<file path="config.mk">
export PLATFORM = sky130hd
export DESIGN_NAME = fifo_bus_ctrl
export DESIGN_NICKNAME = d
export VERILOG_FILES = /design/src/rtl/fifo_bus_ctrl_pkg.sv /design/src/rtl/fifo_phase_timer.sv /design/src/rtl/fifo_bus_ctrl.sv
export SDC_FILE = /design/constraint.sdc
export NUM_CORES = 1
export LEC_CHECK = 0
export ABC_CLOCK_PERIOD_IN_PS = 2700
export BUFFER_PORTS_ARGS = -buffer_cell sky130_fd_sc_hd__buf_2
export CAP_MARGIN = 5
export CORE_MARGIN = 2
export CORE_UTILIZATION = 35
export DETAILED_ROUTE_END_ITERATION = 16
export PLACE_DENSITY = 0.66
export SETUP_SLACK_MARGIN = 0.4
export SLEW_MARGIN = 10
export SYNTH_ARGS = -nofsm -noshare
export SYNTH_HDL_FRONTEND = slang
export SYNTH_SLANG_ARGS = --single-unit
</file>
<file path="constraint.sdc">
create_clock -name clk -period 2.7 [get_ports clk]
set_input_delay 0.405 -clock clk [delete_from_list [all_inputs] [get_ports clk]]
set_output_delay 0.405 -clock clk [all_outputs]
set_load 0.01 [all_outputs]
</file>
<file path="src/rtl/fifo_bus_ctrl_pkg.sv">
// rtl/fifo_bus_ctrl_pkg.sv - shared types and default timing for the FT245-style FIFO bus sequencer
package fifo_bus_ctrl_pkg;

  typedef enum logic [2:0] {
    IDLE,
    RD,
    WSET,
    WSTB,
    WHLD,
    REC
  } state_t;

  typedef enum logic {
    GRANT_RX,
    GRANT_TX
  } grant_t;

  localparam int DEF_RD_CYCLES = 2;
  localparam int DEF_WR_SETUP  = 1;
  localparam int DEF_WR_CYCLES = 2;
  localparam int DEF_RECOVER   = 2;
  localparam int DEF_DW        = 7;

  function automatic int max2(input int a, input int b);
    return (a > b) ? a : b;
  endfunction

endpackage

</file>
<file path="src/rtl/fifo_phase_timer.sv">
// rtl/fifo_phase_timer.sv - loadable down-counter timing each bus phase; done when it reaches zero
module fifo_phase_timer #(
  parameter int W = 2
) (
  input  logic         clk,
  input  logic         reset,
  input  logic         load,
  input  logic [W-1:0] load_value,
  output logic         done
);

  logic [W-1:0] count;

  always_ff @(posedge clk) begin
    if (reset) begin
      count <= '0;
    end else if (load) begin
      count <= load_value;
    end else if (count != '0) begin
      count <= count - 1'b1;
    end
  end

  assign done = (count == '0);

endmodule

</file>
<file path="src/rtl/fifo_bus_ctrl.sv">
// rtl/fifo_bus_ctrl.sv - arbitrates RX reads and TX writes onto a shared FT245-style FIFO bus
module fifo_bus_ctrl
  import fifo_bus_ctrl_pkg::*;
#(
  parameter int RD_CYCLES = DEF_RD_CYCLES,
  parameter int WR_SETUP  = DEF_WR_SETUP,
  parameter int WR_CYCLES = DEF_WR_CYCLES,
  parameter int RECOVER   = DEF_RECOVER,
  parameter int DW        = DEF_DW
) (
  input  logic          clk,
  input  logic          reset,
  input  logic          fifo_rxf,
  input  logic          fifo_txe,
  output logic          fifo_rd,
  output logic          fifo_wr,
  input  logic [DW-1:0] fifo_din,
  output logic [DW-1:0] fifo_dout,
  output logic          fifo_oe,
  output logic [DW-1:0] rx_data,
  output logic          rx_valid,
  input  logic          rx_ready,
  input  logic [DW-1:0] tx_data,
  input  logic          tx_valid,
  output logic          tx_ready
);

  localparam int MAXP = max2(max2(RD_CYCLES, WR_SETUP), max2(WR_CYCLES, RECOVER));
  localparam int PW   = $clog2(MAXP) + 1;

  state_t        state, state_next;
  grant_t        last_grant;
  logic          rx_elig, tx_elig;
  logic          grant_rx, grant_tx;
  logic          timer_load, timer_done;
  logic [PW-1:0] load_value;

  // A consumer handshake this cycle frees the buffer for an immediate new read.
  always_comb begin
    rx_elig  = !fifo_rxf && (!rx_valid || rx_ready);
    tx_elig  = !fifo_txe && tx_valid;
    grant_rx = (state == IDLE) && rx_elig && (!tx_elig || (last_grant == GRANT_TX));
    grant_tx = (state == IDLE) && tx_elig && !grant_rx;
  end

  always_ff @(posedge clk) begin
    if (reset) begin
      state <= IDLE;
    end else begin
      state <= state_next;
    end
  end

  always_comb begin
    state_next = state;
    unique case (state)
      IDLE: begin
        if (grant_rx) begin
          state_next = RD;
        end else if (grant_tx) begin
          state_next = WSET;
        end
      end
      RD:   if (timer_done) state_next = REC;
      WSET: if (timer_done) state_next = WSTB;
      WSTB: if (timer_done) state_next = WHLD;
      WHLD: state_next = REC;
      REC:  if (timer_done) state_next = IDLE;
      default: state_next = IDLE;
    endcase
  end

  // Every phase is N cycles long, so the timer is loaded with N-1 on entry.
  always_comb begin
    timer_load = (state_next != state);
    load_value = '0;
    unique case (state_next)
      RD:      load_value = PW'(RD_CYCLES - 1);
      WSET:    load_value = PW'(WR_SETUP - 1);
      WSTB:    load_value = PW'(WR_CYCLES - 1);
      REC:     load_value = PW'(RECOVER - 1);
      default: load_value = '0;
    endcase
  end

  fifo_phase_timer #(
    .W(PW)
  ) u_timer (
    .clk       (clk),
    .reset     (reset),
    .load      (timer_load),
    .load_value(load_value),
    .done      (timer_done)
  );

  // Pin outputs are derived from the next state so they line up exactly with the state they belong to.
  always_ff @(posedge clk) begin
    if (reset) begin
      fifo_rd    <= 1'b1;
      fifo_wr    <= 1'b0;
      fifo_oe    <= 1'b0;
      fifo_dout  <= '0;
      rx_data    <= '0;
      rx_valid   <= 1'b0;
      tx_ready   <= 1'b0;
      last_grant <= GRANT_TX;
    end else begin
      fifo_rd  <= (state_next != RD);
      fifo_wr  <= (state_next == WSTB);
      fifo_oe  <= (state_next == WSET) || (state_next == WSTB) || (state_next == WHLD);
      tx_ready <= grant_tx;
      if (grant_tx) begin
        fifo_dout  <= tx_data;
        last_grant <= GRANT_TX;
      end else if (grant_rx) begin
        last_grant <= GRANT_RX;
      end
      if ((state == RD) && timer_done) begin
        rx_data  <= fifo_din;
        rx_valid <= 1'b1;
      end else if (rx_valid && rx_ready) begin
        rx_valid <= 1'b0;
      end
    end
  end

endmodule

</file>
==> results of run 1 <==
[stage by stage]
step	instance area, um2	hold slack (ns)
final	1280	0.326
after CTS	1280	0.315
after global routing	1280	0.315
after global placement	1250	0.469
after detailed placement	1250	0.479
after floorplan	1050	0.484
[Yosys cell counts (all sizes together), types with 2 or more instances]
library cell	n	share of area
dfxtp	25	0.48
nor2	20	0.072
mux2i	14	0.13
a21oi	6	0.029
inv	5	0.018
nand2	5	0.018
buf	4	0.027
nor3	3	0.036
clkbuf	2	0.0072
nand2b	2	0.012
nor2b	2	0.012
o211ai	2	0.014
xor2	2	0.017
[report_power, final]
group	switching [mW]	internal, mW
Clock	0.0961	0.0575
Combinational	0.238	0.215
Sequential	0.0701	0.446
[routing by layer]
metal,vias up,track usage,wire length [um]
li1,439,-,-
met1,387,0.171,928
met2,28,0.201,904
met3,0,0.0242,127
met4,0,0.0487,0
met5,-,0,0
[flip-flops by register name, indices dropped and copies added (netlist names)]
register and flops:
rx_valid 1, last_grant 1, state 3, fifo_dout 7, fifo_wr 1, u_timer.count 2, fifo_oe 1, fifo_rd 1
tx_ready 1, rx_data 7
[area by class of cell]
type | instances | area (um2)
well taps | 31 | 38.8
multi-input cells | 71 | 499
fillers | 281 | 1520
flip-flops and latches | 25 | 500
clock buffers | 4 | 26.3
repair buffers | 39 | 198
inverters | 5 | 18.8
[logic make-up after synthesis]
group                    Yosys count
flip-flops                        25
multiplexers                      14
AND/OR/NAND/NOR                   37
AO/OA/AOI/OAI                     17
buffers and inverters             11
adder cells (fa/ha/maj)            1
XOR/XNOR                           2
[worst reg2reg max path, delay by kind of cell, from the launching register on]
family	cells	cell delay, ns
and+or+nand+nor	3	0.64
DFF	1	0.34
adders and majority gates	1	0.30
muxes	1	0.26
buffers and inverters	1	0.06
[how the worst max path moves through the flow]
stage	from	end	slack (ns)
floorplan	u_timer.count[0]$_SDFFE_PP0P_	fifo_rd$_SDFF_PP1_	1.20
global placement	u_timer.count[0]$_SDFFE_PP0P_	rx_data[0]$_SDFFE_PP0P_	1.09
detailed placement	u_timer.count[0]$_SDFFE_PP0P_	rx_data[0]$_SDFFE_PP0P_	0.99
CTS	u_timer.count[0]$_SDFFE_PP0P_	rx_data[0]$_SDFFE_PP0P_	0.97
global route	u_timer.count[0]$_SDFFE_PP0P_	rx_data[4]$_SDFFE_PP0P_	0.79
finish	u_timer.count[0]$_SDFFE_PP0P_	rx_data[0]$_SDFFE_PP0P_	1.00
==> metrics, run 1 <==
Setup CP Type reg -> reg; post-route clock period utilization 0.629; Slew Viols, Final 0; Worst Hold Class in -> reg; CP Data Required Time 2.89 ns; Hold Path Depth 3; clock-pin transition on the worst setup and hold timing paths 0.12 ns; reg2reg path depth 6; RSZ-0062 raised after global routing false; die area 3450 um2; initial antenna violation count 0; Stages on worst setup path 6; register area share after synthesis 0.478; Ys Warns 0; vias 854; post-synthesis async set-or-reset flop share 0; Adder-Cell Fraction of Synth Area 0.0119; MaxCap Viol Count 0; Post-CTS Setup Repair Bufs 0; Mapped Area 1050 um2; # IOs 39; Post-synth EDFFs 0; GRT overflow 0; Routed WL 1960 um; Primary FF master, synth dfxtp_1; post-DP HPWL 1480 um; max_slew headroom 0.670; pin count of the biggest net entering global routing 25; CTS tree done; die height 58.7 um; Via density 4.88; PortBufs 38; largest family of logic cells by synthesized area simple AND/OR/NAND/NOR gates; Syn Inst Count 107; worst r2r src u_timer.count[0]$_SDFFE_PP0P_; outcome complete, but fails checks; commonest non-fill, non-tap cell in the layout buf_2; CP endpoint kind flip-flop; hold buffer count at CTS 0; CP max stage delay 0.42 ns; Crit-path slowest cell nor3_4; worst clock skew 0.00131 ns; simple-gate share of the synthesized area 0.191; placed cell count 171; RR Endpoint rx_data[0]$_SDFFE_PP0P_; DR DRC count 1; setup slack, reg-to-reg 1.00 ns; Worst Path Arrival 1.89 ns; Starting Density 0.373; gpl congestion 0.786; Bufs and invs on worst path 1; hold path endpoint fifo_dout[5]$_SDFFE_PP0P_; Final Non-Filler Cells 175; setup TNS 0 ns; DR iter-0 viols 13; Std-Cell Rows 19; Setup violations, final 0; H-tree Lvls 1; Startpoint Class flip-flop; post-route setup slack 1.00 ns; Setup WS pre-CTS 0.993 ns; Netlist cell types 31; CP Max Fanout 8; Synth Area in Compound Gates 0.116; Final Hold Fails 0; worst skew pair latency 0.30 ns; Mean Syn Cell Area 9.79 um2; crit-path leading delay family simple AND/OR/NAND/NOR gates; core area 2810 um2; failing checks design-rule violations; Leak Pwr 0.622 nW; post-route ant nets 0; CTS Sinks 25; Pwr Density 876 nW/um2; share of cells above drive strength 1 0.326; XOR/XNOR share of the synthesized area 0.0167; fin crit period 1.70 ns; Resize count post-CTS 0; Worst-Margin Slew 0.493 ns; post-DR wirelength/cell 11.2 um; vias in the first global route 841; Overall Global Routing Usage 0.126; Net Count, Synth 128; first-pass GRT wire length 3430 um; Pwr Total 1.12 mW; crit-path cells inv_1 > ha_1 > nand2_1 > nor3_4 > mux2i_1 > nor2_1; fin nets 166; Max Root-Sink Buffers 2; FMAX 589 MHz; HP Start tx_data[5]; Die W 58.7 um; n_diodes 0; commonest cells after routing, fill and taps aside buf_2, dfxtp_1, nor2_1, mux2i_1, a21oi_1; CTS buffer count 3; peak supply drop 0.000375 V; final core occ 0.457; Syn-to-layout area delta 22.3%; CTS Root Cell clkbuf_4; multiplexer area fraction after synthesis 0.134; drt pass-1 iters 10; Seq cells post-synth 25
Note: power is estimated with default switching activity, not from simulation.
==> run 2, diff against run 1 <==
--- a/config.mk
+++ b/config.mk
@@ -5,7 +5,7 @@
 export SDC_FILE = /design/constraint.sdc
 export NUM_CORES = 1
 export LEC_CHECK = 0
-export ABC_CLOCK_PERIOD_IN_PS = 2700
+export ABC_CLOCK_PERIOD_IN_PS = 1700
 export BUFFER_PORTS_ARGS = -buffer_cell sky130_fd_sc_hd__buf_2
 export CAP_MARGIN = 5
 export CORE_MARGIN = 2
==> constraint.sdc (replaced) <==
create_clock -name clk -period 1.7 [get_ports clk]
set_input_delay 0.255 -clock clk [delete_from_list [all_inputs] [get_ports clk]]
set_output_delay 0.255 -clock clk [all_outputs]
set_load 0.01 [all_outputs]
==> run 2 against run 1 <==
The flow still finishes with violations (design-rule violations). Maximum frequency is 25% higher. Wire length is 14% higher. Register-to-register slack worse by 0.66 ns. Power is 97% higher. Clock power is 68% higher. Clock skew hardly changed. Die area stayed put. Largest cell class is now multi-input combinational cells. Largest power group is now combinational logic.
==> metrics, run 2 (same netlist as run 1, synthesis figures left out) <==
setup slack, reg-to-reg 0.34 ns (was 1.00 ns); largest registers fifo_dout (7), rx_data (7), state (3) (unchanged); worst clock skew 0.00147 ns (was 0.00131 ns); HP Start tx_data[5] (unchanged); Routed WL 2240 um (was 1960 um); CP max stage delay 0.37 ns (was 0.42 ns); Crit-path slowest cell dfxtp_4 (was nor3_4); initial antenna violation count 0 (unchanged); Syn-to-layout area delta 42.7% (was 22.3%); max_slew headroom 0.710 (was 0.670); GRT overflow 0 (unchanged); Overall Global Routing Usage 0.135 (was 0.126); drt pass-1 iters 10 (unchanged); Leak Pwr 0.720 nW (was 0.622 nW); Worst Hold Class in -> reg (unchanged); Setup violations, final 0 (unchanged); worst r2r src state[0]$_SDFF_PP0_ (was u_timer.count[0]$_SDFFE_PP0P_); Setup CP Type reg -> reg (unchanged); post-route cell area 1490 um2 (was 1280 um2); post-route setup slack 0.341 ns (was 1.00 ns); MaxCap Viol Count 0 (unchanged); RSZ-0062 raised after global routing true (was false); fin crit period 1.36 ns (was 1.70 ns); Slew Viols, Final 0 (unchanged); # IOs 39 (unchanged); post-route clock period utilization 0.799 (was 0.629); worst skew pair latency 0.31 ns (was 0.30 ns); CP Data Required Time 1.91 ns (was 2.89 ns); vias in the first global route 873 (was 841); Worst-Margin Slew 0.434 ns (was 0.493 ns); fin nets 181 (was 166); failing checks design-rule violations (unchanged); Setup WS pre-CTS 0.148 ns (was 0.993 ns); first-pass GRT wire length 3560 um (was 3430 um); core area 2810 um2 (unchanged); Pwr Density 1480 nW/um2 (was 876 nW/um2); post-route ant nets 0 (unchanged); Fin Hold WS 0.172 ns (was 0.326 ns); clock-pin transition on the worst setup and hold timing paths 0.13 ns (was 0.12 ns); share of cells above drive strength 1 0.491 (was 0.326); post-DR wirelength/cell 11.8 um (was 11.2 um); commonest non-fill, non-tap cell in the layout buf_2 (unchanged); pin count of the biggest net entering global routing 25 (unchanged); commonest cells after routing, fill and taps aside buf_2, nor2_1, dfxtp_1, mux2i_1, buf_4 (was buf_2, dfxtp_1, nor2_1, mux2i_1, a21oi_1); Pwr Total 2.21 mW (was 1.12 mW); Final Non-Filler Cells 190 (was 175); CP Max Fanout 3 (was 8); Max Root-Sink Buffers 2 (unchanged); FMAX 736 MHz (was 589 MHz); CTS buffer count 3 (unchanged); RR Endpoint fifo_rd$_SDFF_PP1_ (was rx_data[0]$_SDFFE_PP0P_); cell area after placement 1300 um2 (was 1250 um2); Final Hold Fails 0 (unchanged); Die W 58.7 um (unchanged); die area 3450 um2 (unchanged); Worst Path Arrival 1.57 ns (was 1.89 ns); post-DP HPWL 1570 um (was 1480 um); reg2reg path depth 4 (was 6); final core occ 0.533 (was 0.457); outcome complete, but fails checks (unchanged); n_diodes 0 (unchanged); CTS Root Cell clkbuf_4 (unchanged); crit-path cells nor3_4 > nor3b_4 > a22oi_2 > or3_1 (was inv_1 > ha_1 > nand2_1 > nor3_4 > mux2i_1 > nor2_1); CTS Sinks 25 (unchanged); Hold Path Depth 3 (unchanged); hold path endpoint fifo_dout[5]$_SDFFE_PP0P_ (unchanged); Via density 4.74 (was 4.88); CP endpoint kind flip-flop (unchanged); die height 58.7 um (unchanged); vias 901 (was 854); peak supply drop 0.000786 V (was 0.000375 V); hold buffer count at CTS 0 (unchanged); gpl congestion 0.774 (was 0.786); Starting Density 0.373 (unchanged); CTS tree done (unchanged); DR iter-0 viols 12 (was 13); placed cell count 173 (was 171); DR DRC count 2 (was 1); Startpoint Class flip-flop (unchanged); H-tree Lvls 1 (unchanged); setup TNS 0 ns (unchanged); PortBufs 38 (unchanged); Std-Cell Rows 19 (unchanged)
-- run 2: changes by cell type in the layout (fill, tap and decap cells not counted), sizes merged --
cell    delta
buf       +14
clkbuf     +1
-- run 2: repair_timing --
action,4_1_cts,5_1_grt
pin swaps,6,4
endpoints found under the hold margin,0,0
gates resized for setup,11,6
setup endpoints to repair,20,20
buffers inserted,9,4
-- run 2: worst max-delay path: cells and delay by family, from the launching register on --
kind	cells	cell delay, ns
simple gates	3	0.77
flops	1	0.37
compound gates	1	0.11
-- run 2: cell type report --
type	instances	area (um2)
fillers	261	1310
multi-input cells	71	576
flip-flops and latches	25	512
repair buffers	54	323
well taps	31	38.8
clock buffers	4	26.3
inverters	5	18.8
-- run 2: how the worst max path moves through the flow --
| stage | end | slack, ns | startpoint |
|---|---|---|---|
| 2_1_floorplan | rx_data[3]$_SDFFE_PP0P_ | 0.25 | u_timer.count[1]$_SDFFE_PP0P_ |
| 3_3_place_gp | fifo_rd$_SDFF_PP1_ | 0.19 | state[2]$_SDFF_PP0_ |
| 3_5_place_dp | fifo_rd$_SDFF_PP1_ | 0.15 | state[2]$_SDFF_PP0_ |
| 4_1_cts | fifo_rd$_SDFF_PP1_ | 0.32 | state[0]$_SDFF_PP0_ |
| 5_1_grt | fifo_dout[3]$_SDFFE_PP0P_ | 0.27 | state[0]$_SDFF_PP0_ |
| 6_report | fifo_rd$_SDFF_PP1_ | 0.34 | state[0]$_SDFF_PP0_ |
-- run 2: where the power goes --
group	total [mW]	internal (mW)	switching, mW
sequential	0.795	0.724	0.0717
clock	0.258	0.0916	0.167
combinational	1.16	0.617	0.542
-- run 2: per-layer routing --
metal	share of wire	wire [um]	track usage	vias up
met2	0.48	1080	0.222	28
li1	-	-	-	471
met3	0.070	156	0.0308	2
met4	0.0040	9	0.0584	0
met1	0.44	995	0.169	400
met5	0	0	0	-
==> run 3, diff against run 2 <==
--- a/config.mk
+++ b/config.mk
@@ -5,13 +5,13 @@
 export SDC_FILE = /design/constraint.sdc
 export NUM_CORES = 1
 export LEC_CHECK = 0
-export ABC_CLOCK_PERIOD_IN_PS = 1700
+export ABC_CLOCK_PERIOD_IN_PS = 1150
 export BUFFER_PORTS_ARGS = -buffer_cell sky130_fd_sc_hd__buf_2
 export CAP_MARGIN = 5
 export CORE_MARGIN = 2
 export CORE_UTILIZATION = 35
 export DETAILED_ROUTE_END_ITERATION = 16
-export PLACE_DENSITY = 0.66
+export PLACE_DENSITY = 0.68
 export SETUP_SLACK_MARGIN = 0.4
 export SLEW_MARGIN = 10
 export SYNTH_ARGS = -nofsm -noshare
==> constraint.sdc (replaced) <==
create_clock -name clk -period 1.15 [get_ports clk]
set_input_delay 0.1725 -clock clk [delete_from_list [all_inputs] [get_ports clk]]
set_output_delay 0.1725 -clock clk [all_outputs]
set_load 0.01 [all_outputs]
==> run 3 against run 2 <==
The flow finishes with violations (design-rule violations, negative setup slack). Critical path depth rose by 1. Hold slack got worse by 0.078 ns. Combinational power rose by 80%. Wire length rose by 19%. Largest cell class unchanged. Highest routed layer is now met3.
==> metrics, run 3 (same netlist as run 1, synthesis figures left out) <==
vias 956 (was 901); FMAX 716 MHz (was 736 MHz); Routed WL 2660 um (was 2240 um); Startpoint Class flip-flop (unchanged); Crit-path slowest cell dfxtp_2 (was dfxtp_4); Psw 1.30 mW (was 0.780 mW); post-route ant nets 0 (unchanged); DR iter-0 viols 10 (was 12); max_slew headroom 0.773 (was 0.710); drt pass-1 iters 9 (was 10); gpl congestion 0.757 (was 0.774); crit-path leading delay family compound AO/OA/AOI/OAI gates (was simple AND/OR/NAND/NOR gates); CP endpoint kind flip-flop (unchanged); CP max stage delay 0.45 ns (was 0.37 ns); CP Capture Point u_timer.count[1]$_SDFFE_PP0P_ (was fifo_rd$_SDFF_PP1_); CTS tree done (unchanged); Leak Pwr 0.799 nW (was 0.720 nW); first-pass GRT wire length 4300 um (was 3560 um); CTS Root Cell clkbuf_4 (unchanged); vias in the first global route 1017 (was 873); post-route clock period utilization 1.21 (was 0.799); worst r2r src state[1]$_SDFF_PP0_ (was state[0]$_SDFF_PP0_); crit-path cells nor3_4 > nor3b_4 > buf_4 > a221o_1 > a211oi_1 (was nor3_4 > nor3b_4 > a22oi_2 > or3_1); Std-Cell Rows 19 (unchanged); worst clock skew 0.00570 ns (was 0.00147 ns); CP Launch Point state[1]$_SDFF_PP0_ (was state[0]$_SDFF_PP0_); # IOs 39 (unchanged); worst skew pair latency 0.31 ns (about the same); commonest cells after routing, fill and taps aside buf_2, buf_6, dfxtp_2, buf_4, nor2_1 (was buf_2, nor2_1, dfxtp_1, mux2i_1, buf_4); CTS Sinks 25 (unchanged); n_diodes 0 (unchanged); Internal Power 2.37 mW (was 1.43 mW); RR Endpoint u_timer.count[1]$_SDFFE_PP0P_ (was fifo_rd$_SDFF_PP1_); Syn-to-layout area delta 66.3% (was 42.7%); fin crit period 1.40 ns (was 1.36 ns); Worst Path Arrival 1.62 ns (was 1.57 ns); outcome complete, but fails checks (unchanged); Setup violations, final 24 (was 0); GRT overflow 0 (unchanged); switching portion of total power 0.355 (was 0.353); largest registers fifo_dout (7), rx_data (7), state (3) (unchanged); post-route setup slack -0.247 ns (was 0.341 ns); Setup CP Type reg -> reg (unchanged); Worst Hold Class in -> reg (unchanged); die area 3450 um2 (unchanged); Slew Viols, Final 0 (unchanged); Pwr Density 2110 nW/um2 (was 1480 nW/um2); Bufs and invs on worst path 1 (was 0); die height 58.7 um (unchanged); post-DR wirelength/cell 13.3 um (was 11.8 um); RSZ-0062 raised after global routing true (unchanged); clock power share 0.102 (was 0.117); clock-pin transition on the worst setup and hold timing paths 0.13 ns (about the same); setup TNS -3.76 ns (was 0 ns); DR DRC count 3 (was 2); Comb power frac 0.569 (was 0.524); Starting Density 0.373 (unchanged); core area 2810 um2 (unchanged); Seq pwr share 0.329 (was 0.359); Final Hold Fails 0 (unchanged); pin count of the biggest net entering global routing 15 (was 25); Via density 4.78 (was 4.74); PortBufs 38 (unchanged); Stages on worst setup path 5 (was 4); Max Root-Sink Buffers 2 (unchanged); Setup WS pre-CTS -0.282 ns (was 0.148 ns); post-DP HPWL 1760 um (was 1570 um); Die W 58.7 um (unchanged); peak supply drop 0.00111 V (was 0.000786 V); fillers 232 (was 261); CP Max Fanout 6 (was 3); reg2reg path depth 5 (was 4); H-tree Lvls 1 (unchanged); fin nets 191 (was 181); initial antenna violation count 0 (unchanged); share of cells above drive strength 1 0.651 (was 0.491); MaxCap Viol Count 0 (unchanged); Worst-Margin Slew 0.340 ns (was 0.434 ns); Overall Global Routing Usage 0.161 (was 0.135); setup slack, reg-to-reg -0.25 ns (was 0.34 ns); CTS buffer count 3 (unchanged); commonest non-fill, non-tap cell in the layout buf_2 (unchanged); failing checks design-rule violations, negative setup slack (was design-rule violations); CP Data Required Time 1.38 ns (was 1.91 ns)
[run 3: area by class of cell]
| class | count | area, um2 | area share |
|---|---|---|---|
| well taps | 31 | 38.8 | 0.0223 |
| multi-input cells | 71 | 618 | 0.355 |
| flip-flops and latches | 25 | 526 | 0.302 |
| repair buffers | 64 | 514 | 0.295 |
| clock buffers | 4 | 26.3 | 0.0151 |
| inverters | 5 | 18.8 | 0.0108 |
[run 3: how the worst min path moves through the flow]
stage,from,endpoint,slack [ns],depth (start not counted)
floorplan,reset,fifo_wr$_SDFF_PP0_,0.25,1
global placement,tx_data[2],fifo_dout[2]$_SDFFE_PP0P_,0.40,3
detailed placement,tx_data[1],fifo_dout[1]$_SDFFE_PP0P_,0.42,3
CTS,fifo_din[2],rx_data[2]$_SDFFE_PP0P_,0.08,3
global route,fifo_din[1],rx_data[1]$_SDFFE_PP0P_,0.08,3
finish,fifo_din[5],rx_data[5]$_SDFFE_PP0P_,0.09,3
[run 3: timing repair]
| item | CTS | global route |
|---|---|---|
| hold buffers | 0 | 0 |
| cloned | 1 | 0 |
| pin swaps | 9 | 7 |
| endpoints found under the setup margin | 44 | 44 |
| hold endpoints to repair | 0 | 0 |
| buffers inserted | 3 | 3 |
| resized for setup | 40 | 13 |
[run 3: worst min-delay path, delay by kind of cell]
kind          cells  cell delay, ns
buf+inv           1            0.07
mux               1            0.05
simple gates      1            0.07
[run 3: through the flow]
stage	power, mW	utilization	cell area, um2	instances	hold slack [ns]
2_1_floorplan	2.20	-	1110	107	0.249
3_3_place_gp	2.73	0.517	1450	189	0.403
3_5_place_dp	2.77	0.517	1450	189	0.418
4_1_cts	3.46	0.589	1650	197	0.0816
5_1_grt	3.92	0.621	1740	200	0.0768
6_report	3.67	0.621	1740	200	0.0942
[run 3: power by group through the flow]
stage          sequential, mW  clock [mW]  combinational [mW]
2_1_floorplan            1.25           0               0.954
3_3_place_gp             1.18           0                1.56
3_5_place_dp             1.18           0                1.59
4_1_cts                  1.21       0.397                1.85
5_1_grt                  1.23       0.436                2.26
6_report                 1.21       0.373                2.09
[run 3: layer usage]
layer / track usage / vias up / wire (um)
li1: - / 488 / -
met3: 0.0286 / 0 / 136
met1: 0.197 / 440 / 1090
met2: 0.287 / 28 / 1430
met4: 0.0487 / 0 / 0
met5: 0 / - / 0
